--- config.mk ---
export PLATFORM = sky130hd
export DESIGN_NAME = reg_dump_monitor
export DESIGN_NICKNAME = d
export VERILOG_FILES = /design/src/rtl/reg_dump_monitor.sv
export SDC_FILE = /design/constraint.sdc
export NUM_CORES = 1
export LEC_CHECK = 0
export BUFFER_PORTS_ARGS = -buffer_cell sky130_fd_sc_hd__buf_4
export CAP_MARGIN = 20
export CORE_UTILIZATION = 45
export DETAILED_ROUTE_END_ITERATION = 10
export PLACE_DENSITY = 0.75
export SYNTH_ARGS = -nofsm -noshare
export SYNTH_HDL_FRONTEND = slang
export SYNTH_SLANG_ARGS = --single-unit
export TNS_END_PERCENT = 10
--- constraint.sdc ---
create_clock -name clk_i -period 2.5 [get_ports clk_i]
set_input_delay 0.375 -clock clk_i [delete_from_list [all_inputs] [get_ports clk_i]]
set_output_delay 0.375 -clock clk_i [all_outputs]
set_load 0.005 [all_outputs]
--- src/rtl/reg_dump_monitor.sv ---
// reg_dump_monitor: counts CPU run cycles, stalls on halt or cycle limit, then streams the register file out
module reg_dump_monitor #(
  parameter int DATA_W    = 32,
  parameter int NUM_REGS  = 32,
  parameter int ADDR_W    = 5,
  parameter int CNT_W     = 16,
  parameter int SKIP_ZERO = 0
) (
  input  logic              clk_i,
  input  logic              rst_i,
  input  logic [CNT_W-1:0]  end_count_i,
  input  logic              halt_en_i,
  input  logic              halt_i,
  output logic [ADDR_W-1:0] rf_raddr_o,
  input  logic [DATA_W-1:0] rf_rdata_i,
  output logic              cpu_stall_o,
  output logic              dump_valid_o,
  input  logic              dump_ready_i,
  output logic [ADDR_W-1:0] dump_idx_o,
  output logic [DATA_W-1:0] dump_data_o,
  output logic [CNT_W-1:0]  cycle_cnt_o,
  output logic              stop_reason_o,
  output logic              done_o
);
  localparam logic [1:0] RUN = 2'd0, READ = 2'd1, SEND = 2'd2, DONE = 2'd3;
  logic [1:0]        state;
  logic [ADDR_W-1:0] idx;
  logic [CNT_W-1:0]  cnt_nx;
  logic              last;
  logic              skip;
  // next count, last-register and zero-skip decode; status outputs follow the state directly
  always_comb begin
    cnt_nx       = cycle_cnt_o + CNT_W'(1);
    last         = idx == ADDR_W'(NUM_REGS - 1);
    skip         = (SKIP_ZERO != 0) && (rf_rdata_i == '0);
    rf_raddr_o   = idx;
    cpu_stall_o  = state != RUN;
    dump_valid_o = state == SEND;
    done_o       = state == DONE;
  end
  // run counting, stop detection, and the read/send walk over the register indices
  always_ff @(posedge clk_i) begin
    if (rst_i) begin
      state         <= RUN;
      cycle_cnt_o   <= '0;
      idx           <= '0;
      dump_idx_o    <= '0;
      dump_data_o   <= '0;
      stop_reason_o <= 1'b0;
    end else begin
      case (state)
        RUN: begin
          cycle_cnt_o <= &cycle_cnt_o ? cycle_cnt_o : cnt_nx;
          if (halt_en_i && halt_i) begin
            state         <= READ;
            stop_reason_o <= 1'b1;
            idx           <= '0;
          end else if (end_count_i != '0 && cnt_nx == end_count_i) begin
            state         <= READ;
            stop_reason_o <= 1'b0;
            idx           <= '0;
          end
        end
        READ: begin
          dump_data_o <= rf_rdata_i;
          dump_idx_o  <= idx;
          if (!skip) state <= SEND;
          else if (last) state <= DONE;
          else idx <= idx + ADDR_W'(1);
        end
        SEND: begin
          if (dump_ready_i) begin
            state <= last ? DONE : READ;
            if (!last) idx <= idx + ADDR_W'(1);
          end
        end
        default: state <= DONE;
      endcase
    end
  end
endmodule

Word level (Yosys, flattened, before mapping)
Index checks and enable logic that the tools add are counted.

word-level totals
  bits in registers = 61

operators by class
  add/subtract/negate cells = 2
  equality and inequality tests = 8
  mux-type cells = 12
  bitwise gates (word level) = 1
  reductions and logical operators = 12

operators by type and width
  operator                                             number
  2-to-1 mux 5 bit                                     4
  adder 16 x 1 -> 16 bit, second input constant        1
  equality test 16 bit                                 1
  AND reduction 16 bit                                 1
  nonzero test 16 bit                                  1
  case mux 5 bit (2 select lines)                      1
  2-to-1 mux 2 bit                                     4
  case mux 2 bit (3 select lines)                      1
  AND reduction 2 bit                                  3
  nonzero test 2 bit                                   3
  adder 5 x 1 -> 5 bit, second input constant          1
  equality test 5 bit, second input constant           1
  equality test 2 bit, second input constant           2
  AND reduction 4 bit                                  1
  != test 3 bit, second input constant                 1
  equality test 2 x 1 -> 1 bit, second input constant  1
  logical AND 1 bit                                    2
  logical NOT 2 bit                                    1
  2-to-1 mux 1 bit                                     2
  != test 2 x 1 -> 1 bit, second input constant        1
  != test 2 bit, second input constant                 1
  NOT 1 bit                                            1

Longest topological paths before layout
Gate-level depths: netlist (run 1).

  depth after elaboration = 6
  depth in mapped cells = 10
  gate-level depth less buffers = 9

Worst setup path after synthesis (run 1)
No wires, ideal clock.

  path type = flip-flop to flip-flop
  from = reg cycle_cnt_o[0]
  to = reg state[0]
  setup time = 0.103 ns
  arrival time = 2.208 ns
  setup slack = 0.189 ns
  cell stages (with the launch flop) = 9
  cell sequence = dfxtp_1 ha_1 and4_1 nand4_1 a2111oi_2 a211oi_1 a211oi_2 nand4_2 a2111oi_2

on the way
  longest elaborated chain between the ends = 5

ends and longest elaborated chain
  what                                  line  text
  from (decl)                           21    output logic [CNT_W-1:0] cycle_cnt_o,
  from (signal assigned)                53    cycle_cnt_o <= &cycle_cnt_o ? cycle_cnt_o : cnt_nx;
  adder 16 x 1 -> 16 bit                33    cnt_nx = cycle_cnt_o + CNT_W'(1);
  equality test 16 bit                  58    end else if (end_count_i != '0 && cnt_nx == end_count_i) begin
  logical AND 1 bit                     58
  != test 3 bit (no source line)        -
  AND reduction 2 bit (no source line)  -
  to (signal assigned)                  73    state <= last ? DONE : READ;
  to (decl)                             26    logic [1:0] state;

Every way passes these cells.
A chain may end at the register's enable or synchronous reset.

Worst setup path in the final report (run 1)
Ends and elaborated chain as after synthesis.

==> results.yml, run 1 <==
min_path:
  hold_class: "in2reg"
  worst_hold_launch: "rf_rdata_i[3]"
  holdPathStages: 3
  min_delay_endpoint: "dump_data_o[3]"
worst_setup_path:
  r2r_end: "state[0]"
  critical-path-slowest-cell: "dfxtp_1"
  regToRegSetupSlack_ps: 140
  worst-path-buf-inv: 2
  r2r_start: "cycle_cnt_o[0]"
  worst_r2r_path_depth: 9
  start_kind: "flip-flop"
  crit_chain: "buf_4, nand3_2, nor2_1, buf_4, xnor2_1, nand4_1, a211oi_2, nand4_2, a2111oi_2"
  crit_type: "reg2reg"
  crit_required_ps: 2750
  cp_common_cell: "buf_4"
  crit_family: "simple AND/OR/NAND/NOR gates"
  timing.critical_path.fanout_max: 8
  worstPathArrival_ps: 2600
  worstSetupEndpointType: "flip-flop"
  worst_path_largest_cell_delay_ps: 390
placed_design:
  finalWeightedCongestion: 0.867
  port-buffer-count: 114
  dp_wirelength_um: 5620
power_and_ir_drop:
  total_leakage_power_nw: 1.72
  pwr_density_cell_nw_per_um2: 545
  peakVddDrop_mv: 0.404
cts:
  deepest_clock_path_buffer_count: 2
  cts_buf_count: 9
  cts.htree.levels: 3
  clkSlewWorstSetupHoldPaths_ps: 70
  clock-sinks: 61
  clock_tree.root_cell: "clkbuf_8"
  clk_latency_ps: 350
  tritoncts: "built"
yosys:
  post_synth_num_cell_types: 48
  synth_warnings: 0
  synth_enable_flop_cells: 0
  synthesis.area_um2: 2960
  seq_area_frac_synth_pct: 41.3
  postSynth.topFlopCell: "dfxtp_1"
  async_flop_share_pct: 0
  synth_area_per_cell_um2: 7.85
  syn-instance-count: 377
  synth.net_count: 433
  synth_seq_cells: 61
cells_and_area:
  final_nets: 549
  fill_cells: 566
  register_area_um2: 1220
  most_frequent_standard_cell_in_the_layout_excluding_fill_and_tap_cells: "buf_4"
  fraction_of_final_layout_cells_with_drive_strength_greater_than_1_pct: 31.7
  flow.area_growth_from_synthesis_pct: 40.1
  layout_common_cells: "buf_4 (130), nand2_1 (88), dfxtp_1 (58), a21oi_1 (50), nor2_1 (22)"
  antenna_cells_inserted: 0
  multi_input_comb_area_um2: 1640
floorplanning:
  rows: 29
  die-height_um: 83.1
  start_util_pct: 46.6
  die_width_um: 83.1
  num_io_pins: 115
  core-area_um2: 6350
  floorplan.die_area_um2: 6910
sta:
  setup-tns-final_ps: 0
  min_period_ps: 2360
  rsz0062_at_grt: "false"
  fin_hold_ws_ps: 269
  maxClockFrequency_mhz: 424
  final-hold-violation-count: 0
  timing.max_slew.rel_slack_pct: 58.6
  skew_ps: 8.34
  final_min_period_over_clock_period_pct: 94.3
  finalSetupViolations: 0
  tightest_slew_ps: 621
  maxSlewViolCount: 0
routing:
  wl_per_cell_um: 13.6
  num_vias: 3018
  vias_per_cell: 5.25
  post_route_wl_um: 7850
  antenna_violating_nets_post_route: 0
  initialDrtViolationCount: 138
  detail_route.drc_violations: 0
  drt_first_pass_iters: 4
global_routing:
  grt_overflow: 0
  grt_pass1_wl_um: 12900
  antenna_found_initial: 0
  grt_pass1_vias: 2784
  track_usage_pct: 23.2
  grt_max_degree: 62
outcome:
  outcome: "finished, final reports clean"
run:
  maxCapViolCount: 0
-- worst min-delay path, stage by stage --
cell and delay [ps]:
buf_4 110, nand2_1 40, a21oi_1 50
-- registers in the layout (all words and copies together) (netlist names) --
register,flops
dump_data_o,32
dump_idx_o,5
state,2
rf_raddr_o,5
cycle_cnt_o,16
stop_reason_o,1
-- worst max path at each step --
stage              startpoint  endpoint  slack [ps]  depth (start not counted)
5_1_grt        cycle_cnt_o[0]  state[0]           6                          9
6_report       cycle_cnt_o[0]  state[0]         140                          9
4_1_cts        cycle_cnt_o[1]  state[0]          60                          7
3_5_place_dp   cycle_cnt_o[1]  state[0]          90                          8
2_1_floorplan  cycle_cnt_o[0]  state[0]         190                          8
3_3_place_gp   cycle_cnt_o[1]  state[0]         140                          8
-- layout make-up --
type | instances | area share, %
Clock buffer | 11 | 3.41
Sequential cell | 61 | 29.5
Tap cell | 77 | 2.32
Clock inverter | 5 | 1.42
Inverter | 3 | 0.272
Multi-Input combinational cell | 288 | 39.5
Timing Repair Buffer | 130 | 23.5
-- per-stage QoR --
stage / setup slack (ps) / cells / utilization, % / instance area [um^2] / power, W
after global routing: 6.27 / 575 / 65.3 / 4150 / 0.00237
final: 141 / 575 / 65.3 / 4150 / 0.00226
after CTS: 57.5 / 573 / 64.6 / 4100 / 0.00227
after detailed placement: 88.6 / 557 / 61.5 / 3900 / 0.00138
after floorplan: 189 / 377 / - / 2960 / 0.00122
after global placement: 136 / 557 / 61.5 / 3900 / 0.00138
-- logic make-up (layout without fill, tap and decap cells) --
group	Yosys count	after routing	synth area share, %
adders and majority gates	3	3	1.27
and+or+nand+nor	170	170	26.9
buffers and inverters	28	149	4.31
DFF	61	61	41.3
AOI/OAI and AO/OA	85	85	17.3
xor gates and xnor gates	29	29	8.58
muxes	1	1	0.338
-- routing by layer --
| layer | vias to the layer above | share of wire [%] | GRT usage, % |
|---|---|---|---|
| li1 | 1532 | - | - |
| met1 | 1386 | 43 | 27.8 |
| met2 | 84 | 51 | 38.8 |
| met3 | 16 | 4.3 | 6.86 |
| met4 | 0 | 2.2 | 9.40 |
| met5 | - | 0 | 0 |
-- synth_stat cells (2+ instances only) --
cell type | instances | area (um^2)
nor2b_1 | 2 | 12.5
nand2_1 | 88 | 330
and2_1 | 3 | 18.8
nand2b_1 | 8 | 50.1
nor3_1 | 6 | 30.0
dfxtp_1 | 61 | 1220
and4_1 | 3 | 26.3
or3_1 | 2 | 12.5
nor2_1 | 23 | 86.3
xor2_1 | 16 | 140
nor4_1 | 5 | 31.3
nand4_1 | 10 | 62.6
o21ai_1 | 2 | 10.0
nand3_1 | 12 | 60.1
a31oi_1 | 4 | 25.0
o21ai_0 | 8 | 40.0
clkbuf_1 | 15 | 56.3
a21oi_1 | 50 | 250
a211oi_1 | 3 | 22.5
xnor2_1 | 13 | 114
buf_2 | 6 | 30.0
a311oi_1 | 3 | 26.3
a2111oi_2 | 2 | 30.0
buf_4 | 2 | 15.0
inv_1 | 3 | 11.3
ha_1 | 3 | 37.5
a22oi_1 | 2 | 15.0
o211ai_1 | 2 | 15.0
-- where the power goes --
part / switching [W] / internal (W)
Clock: 0.000399 / 0.000489
Sequential: 0.0000335 / 0.00101
Combinational: 0.000155 / 0.000172
Total: 0.000588 / 0.00167
-- timing repair --
item,in CTS,in global routing
setup endpoints to repair,0,6
buffers inserted,0,2
gates resized for setup,0,7
hold buffers,0,0
Power figures use the tool's default switching activity.
==> run 2: changes to the inputs <==
Settings changed: PLACE_DENSITY 0.75 to 0.79.
==> results.yml, run 2 (synthesized netlist as in run 1, its figures left out) <==
worst_setup_path:
  worstPathArrival_ps: 2570
  critical-path-slowest-cell: "dfxtp_1"
  crit_type: "reg2reg"
  worst_r2r_path_depth: 9
  crit_required_ps: 2720
  timing.critical_path.fanout_max: 10
  crit_chain: "ha_4, and4_1, buf_4, xnor2_1, nor3b_1, o21ai_0, a211oi_2, nand4_2, a2111oi_2"
  worstSetupEndpointType: "flip-flop"
  start_kind: "flip-flop"
  worst_path_largest_cell_delay_ps: 390
power_and_ir_drop:
  total_leakage_power_nw: 1.72
  pwr_density_cell_nw_per_um2: 536
  peakVddDrop_mv: 0.335
sta:
  finalSetupViolations: 0
  maxSlewViolCount: 0
  skew_ps: 9.10
  final_min_period_over_clock_period_pct: 94.0
  postLayoutSetupSlackWorst_ps: 151
  timing.max_slew.rel_slack_pct: 58.2
  final-hold-violation-count: 0
  maxClockFrequency_mhz: 426
  tightest_slew_ps: 627
  setup-tns-final_ps: 0
  rsz0062_at_grt: "false"
  min_period_ps: 2350
cts:
  deepest_clock_path_buffer_count: 2
  clock-sinks: 61
  cts.htree.levels: 3
  clkSlewWorstSetupHoldPaths_ps: 70
  cts_buf_count: 9
  tritoncts: "built"
  clk_latency_ps: 330
  cts_hold_buf: 0
  clock_tree.root_cell: "clkbuf_8"
routing:
  initialDrtViolationCount: 148
  antenna_violating_nets_post_route: 0
  vias_per_cell: 5.37
  drt_first_pass_iters: 4
  detail_route.drc_violations: 0
  post_route_wl_um: 7640
  num_vias: 3079
  wl_per_cell_um: 13.3
floorplanning:
  floorplan.die_area_um2: 6910
  die_width_um: 83.1
  start_util_pct: 46.6
  rows: 29
  die-height_um: 83.1
  num_io_pins: 115
  core-area_um2: 6350
placed_design:
  dp_wirelength_um: 5640
  placedCellCount: 556
  dpl_worst_slack_ps: 91.6
  finalWeightedCongestion: 0.907
  placedInstanceArea_um2: 3900
  port-buffer-count: 114
cells_and_area:
  layout_top_registers: "dump_data_o: 32 flops, cycle_cnt_o: 16 flops"
  instances_no_fill: 573
  max_flop_register: "dump_data_o"
  layout_common_cells: "buf_4 (128), nand2_1 (88), dfxtp_1 (59), a21oi_1 (50), nor2_1 (22)"
  fraction_of_final_layout_cells_with_drive_strength_greater_than_1_pct: 31.5
  antenna_cells_inserted: 0
  most_frequent_standard_cell_in_the_layout_excluding_fill_and_tap_cells: "buf_4"
  layout.cell_area.non_filler_um2: 4120
  share_of_the_core_filled_with_cells_pct: 64.9
  largest_register_ff_count: 32
  flow.area_growth_from_synthesis_pct: 39.2
  final_nets: 547
run:
  maxCapViolCount: 0
global_routing:
  grt_pass1_wl_um: 12600
  grt_max_degree: 62
  track_usage_pct: 22.3
  grt_overflow: 0
  antenna_found_initial: 0
  grt_pass1_vias: 2684
min_path:
  hold_class: "in2reg"
  holdPathStages: 3
outcome:
  outcome: "finished, final reports clean"
-- run 2: cell types whose count changed in the layout (fill, tap and decap cells not counted), sizes merged --
cell,previous run,this run
clkinv,1,5
buf,130,128
clkbuf,11,9
clkinvlp,2,1
inv,4,3
-- run 2: timing repair --
action                     CTS  global route
setup endpoints to repair    0            14
buffers inserted             0             1
gates resized for setup      0             6
-- run 2: final timing paths --
kind,end,slack (ps),startpoint
min reg2reg,dump_data_o[1],450,dump_data_o[1]
max reg2reg,state[0],150,cycle_cnt_o[0]
max,state[0],150,cycle_cnt_o[0]
min,dump_data_o[16],280,rf_rdata_i[16]
-- run 2: area by class of cell --
class | instances | area, um^2
Timing Repair Buffer | 128 | 961
Fill cell | 558 | 2230
Multi-Input combinational cell | 288 | 1640
Clock inverter | 7 | 66.3
Tap cell | 77 | 96.3
Inverter | 3 | 11.3
Sequential cell | 61 | 1220
Clock buffer | 9 | 124
-- run 2: worst max-delay path: cells and delay by family, from the launching register on --
| family | cells | cell delay, ps |
|---|---|---|
| adder cells (fa/ha/maj) | 1 | 190 |
| XOR/XNOR | 1 | 100 |
| buffers and inverters | 1 | 180 |
| AO/OA/AOI/OAI | 3 | 760 |
| flip-flops | 1 | 390 |
| AND/OR/NAND/NOR | 3 | 620 |
-- run 2: power by group --
part           switching, W  total, W  internal, W
sequential        0.0000301   0.00104      0.00101
clock              0.000379  0.000833     0.000454
combinational      0.000161  0.000338     0.000177
-- run 2: through the flow --
stage | hold WS, ps | total power, W
final | 284 | 0.00221
after global routing | 278 | 0.00231
after CTS | 267 | 0.00222
after detailed placement | 448 | 0.00139
after global placement | 442 | 0.00138
after floorplan | 453 | 0.00122
-- run 2: routing by layer --
metal | vias to the layer above | global-route usage (%) | routed length (um)
met1 | 1396 | 28.9 | 3330
met5 | - | 0 | 0
met4 | 0 | 7.52 | 116
met2 | 137 | 36.7 | 3630
li1 | 1534 | - | -
met3 | 12 | 5.17 | 554
==> run 3: changes to the inputs <==
Settings changed: BUFFER_PORTS_ARGS -buffer_cell sky130_fd_sc_hd__buf_4 to not set, DONT_BUFFER_PORTS set to 1, PLACE_DENSITY 0.79 to 0.64.
==> results.yml, run 3 (synthesized netlist as in run 1, its figures left out) <==
cts:
  tritoncts: "built"
  cts_hold_buf: 0
  clkSlewWorstSetupHoldPaths_ps: 80
  cts.htree.levels: 3
  clk_latency_ps: 350
  cts_buf_count: 9
  deepest_clock_path_buffer_count: 2
  clock_tree.root_cell: "clkbuf_8"
  clock-sinks: 61
floorplanning:
  start_util_pct: 46.6
  num_io_pins: 115
  floorplan.die_area_um2: 6910
  rows: 29
  die-height_um: 83.1
  core-area_um2: 6350
  die_width_um: 83.1
global_routing:
  grt_pass1_vias: 2357
  grt_max_degree: 62
  track_usage_pct: 20.8
  grtUsageMet1_pct: 25.2
  use_met2_pct: 32.9
  grt_pass1_wl_um: 11500
  grt_overflow: 0
  grt_busiest_layer: "met2"
  antenna_found_initial: 0
  grt_use_met3_pct: 8.65
sta:
  rsz0062_at_grt: "false"
  maxSlewViolCount: 0
  timing.max_slew.rel_slack_pct: 72.2
  setup-tns-final_ps: 0
  fin_hold_ws_ps: 85.3
  min_period_ps: 2320
  maxClockFrequency_mhz: 432
  final_min_period_over_clock_period_pct: 92.7
  skew_ps: 8.00
  final-hold-violation-count: 0
  finalSetupViolations: 0
  tightest_slew_ps: 416
routing:
  antenna_violating_nets_post_route: 0
  wl_per_cell_um: 15.5
  num_vias: 2692
  post_route_wl_um: 7230
  drt_first_pass_iters: 4
  initialDrtViolationCount: 122
  detail_route.drc_violations: 0
  vias_per_cell: 5.79
cells_and_area:
  flow.area_growth_from_synthesis_pct: 11.2
  max_flop_register: "dump_data_o"
  most_frequent_standard_cell_in_the_layout_excluding_fill_and_tap_cells: "nand2_1"
  largest_register_ff_count: 32
  layout_top_registers: "dump_data_o: 32 flops, cycle_cnt_o: 16 flops"
  register_area_um2: 1220
  final_nets: 439
  layout_common_cells: "nand2_1 (88), dfxtp_1 (61), a21oi_1 (50), nor2_1 (23), buf_4 (20)"
  multi_input_comb_area_um2: 1620
  fraction_of_final_layout_cells_with_drive_strength_greater_than_1_pct: 11.6
  antenna_cells_inserted: 0
  fill_cells: 602
worst_setup_path:
  timing.critical_path.fanout_max: 10
  worstSetupEndpointType: "flip-flop"
  crit_type: "reg2reg"
  worstPathArrival_ps: 2560
  crit_required_ps: 2750
  start_kind: "flip-flop"
power_and_ir_drop:
  pwr_density_cell_nw_per_um2: 643
  total_leakage_power_nw: 1.14
  total_power_w: 0.00212
  peakVddDrop_mv: 0.428
placed_design:
  finalWeightedCongestion: 0.881
  dp_wirelength_um: 5080
  port-buffer-count: 0
outcome:
  outcome: "finished, final reports clean"
run:
  maxCapViolCount: 0
min_path:
  hold_class: "in2reg"
## run 3: final cells by class
cell class	count	share of cell area (%)
clock buffer	9	3.76
clock inverter	7	2.24
inverter	3	0.342
multi-input combinational	288	49.1
sequential	61	37.1
tap	77	2.93
timing repair buffer	20	4.56
## run 3: repair_timing
| item | in CTS | in global routing |
|---|---|---|
| resized for setup | 0 | 1 |
| setup endpoints to repair | 0 | 12 |
| setup buffers | 0 | 2 |
## run 3: path summary, 6_finish.rpt
kind | start | endpoint | slack (ps) | cells past startpoint
worst max-delay path | cycle_cnt_o[0] | state[0] | 180 | 9
worst min-delay path | rst_i | dump_data_o[12] | 90 | 1
worst max register to register | cycle_cnt_o[0] | state[0] | 180 | 9
worst min register to register | dump_data_o[2] | dump_data_o[2] | 470 | 2
## run 3: metal layers
layer  share of wire (%)  wire length, um  vias to the layer above
met5                   0                0                        -
met4                 1.3               92                        0
met3                 8.6              618                        8
met2                  48             3450                      113
met1                  42             3060                     1256
li1                    -                -                     1315
## run 3: where the power goes
group | internal (W) | total [W] | switching (W) | leakage, nW
clock network | 0.000463 | 0.000885 | 0.000423 | 0.0996
registers | 0.00101 | 0.00104 | 0.0000295 | 0.495
logic | 0.0000836 | 0.000195 | 0.000111 | 0.541
## run 3: critical path: stages, from the launching register on
cell and delay [ps]:
dfxtp_1 320, ha_2 220, and4_1 230, buf_4 170, a21boi_0 280, o21ai_1 120
o31a_1 110, o21ai_0 200, nand4_2 190, a2111oi_2 370
## run 3: per-stage QoR
stage	instances	utilization (%)	setup WS, ps	area, um^2
after floorplan	377	-	189	2960
after CTS	463	51.6	127	3280
after global routing	465	51.9	2.66	3290
after global placement	447	48.5	214	3080
after detailed placement	447	48.5	145	3080
final	465	51.9	183	3290
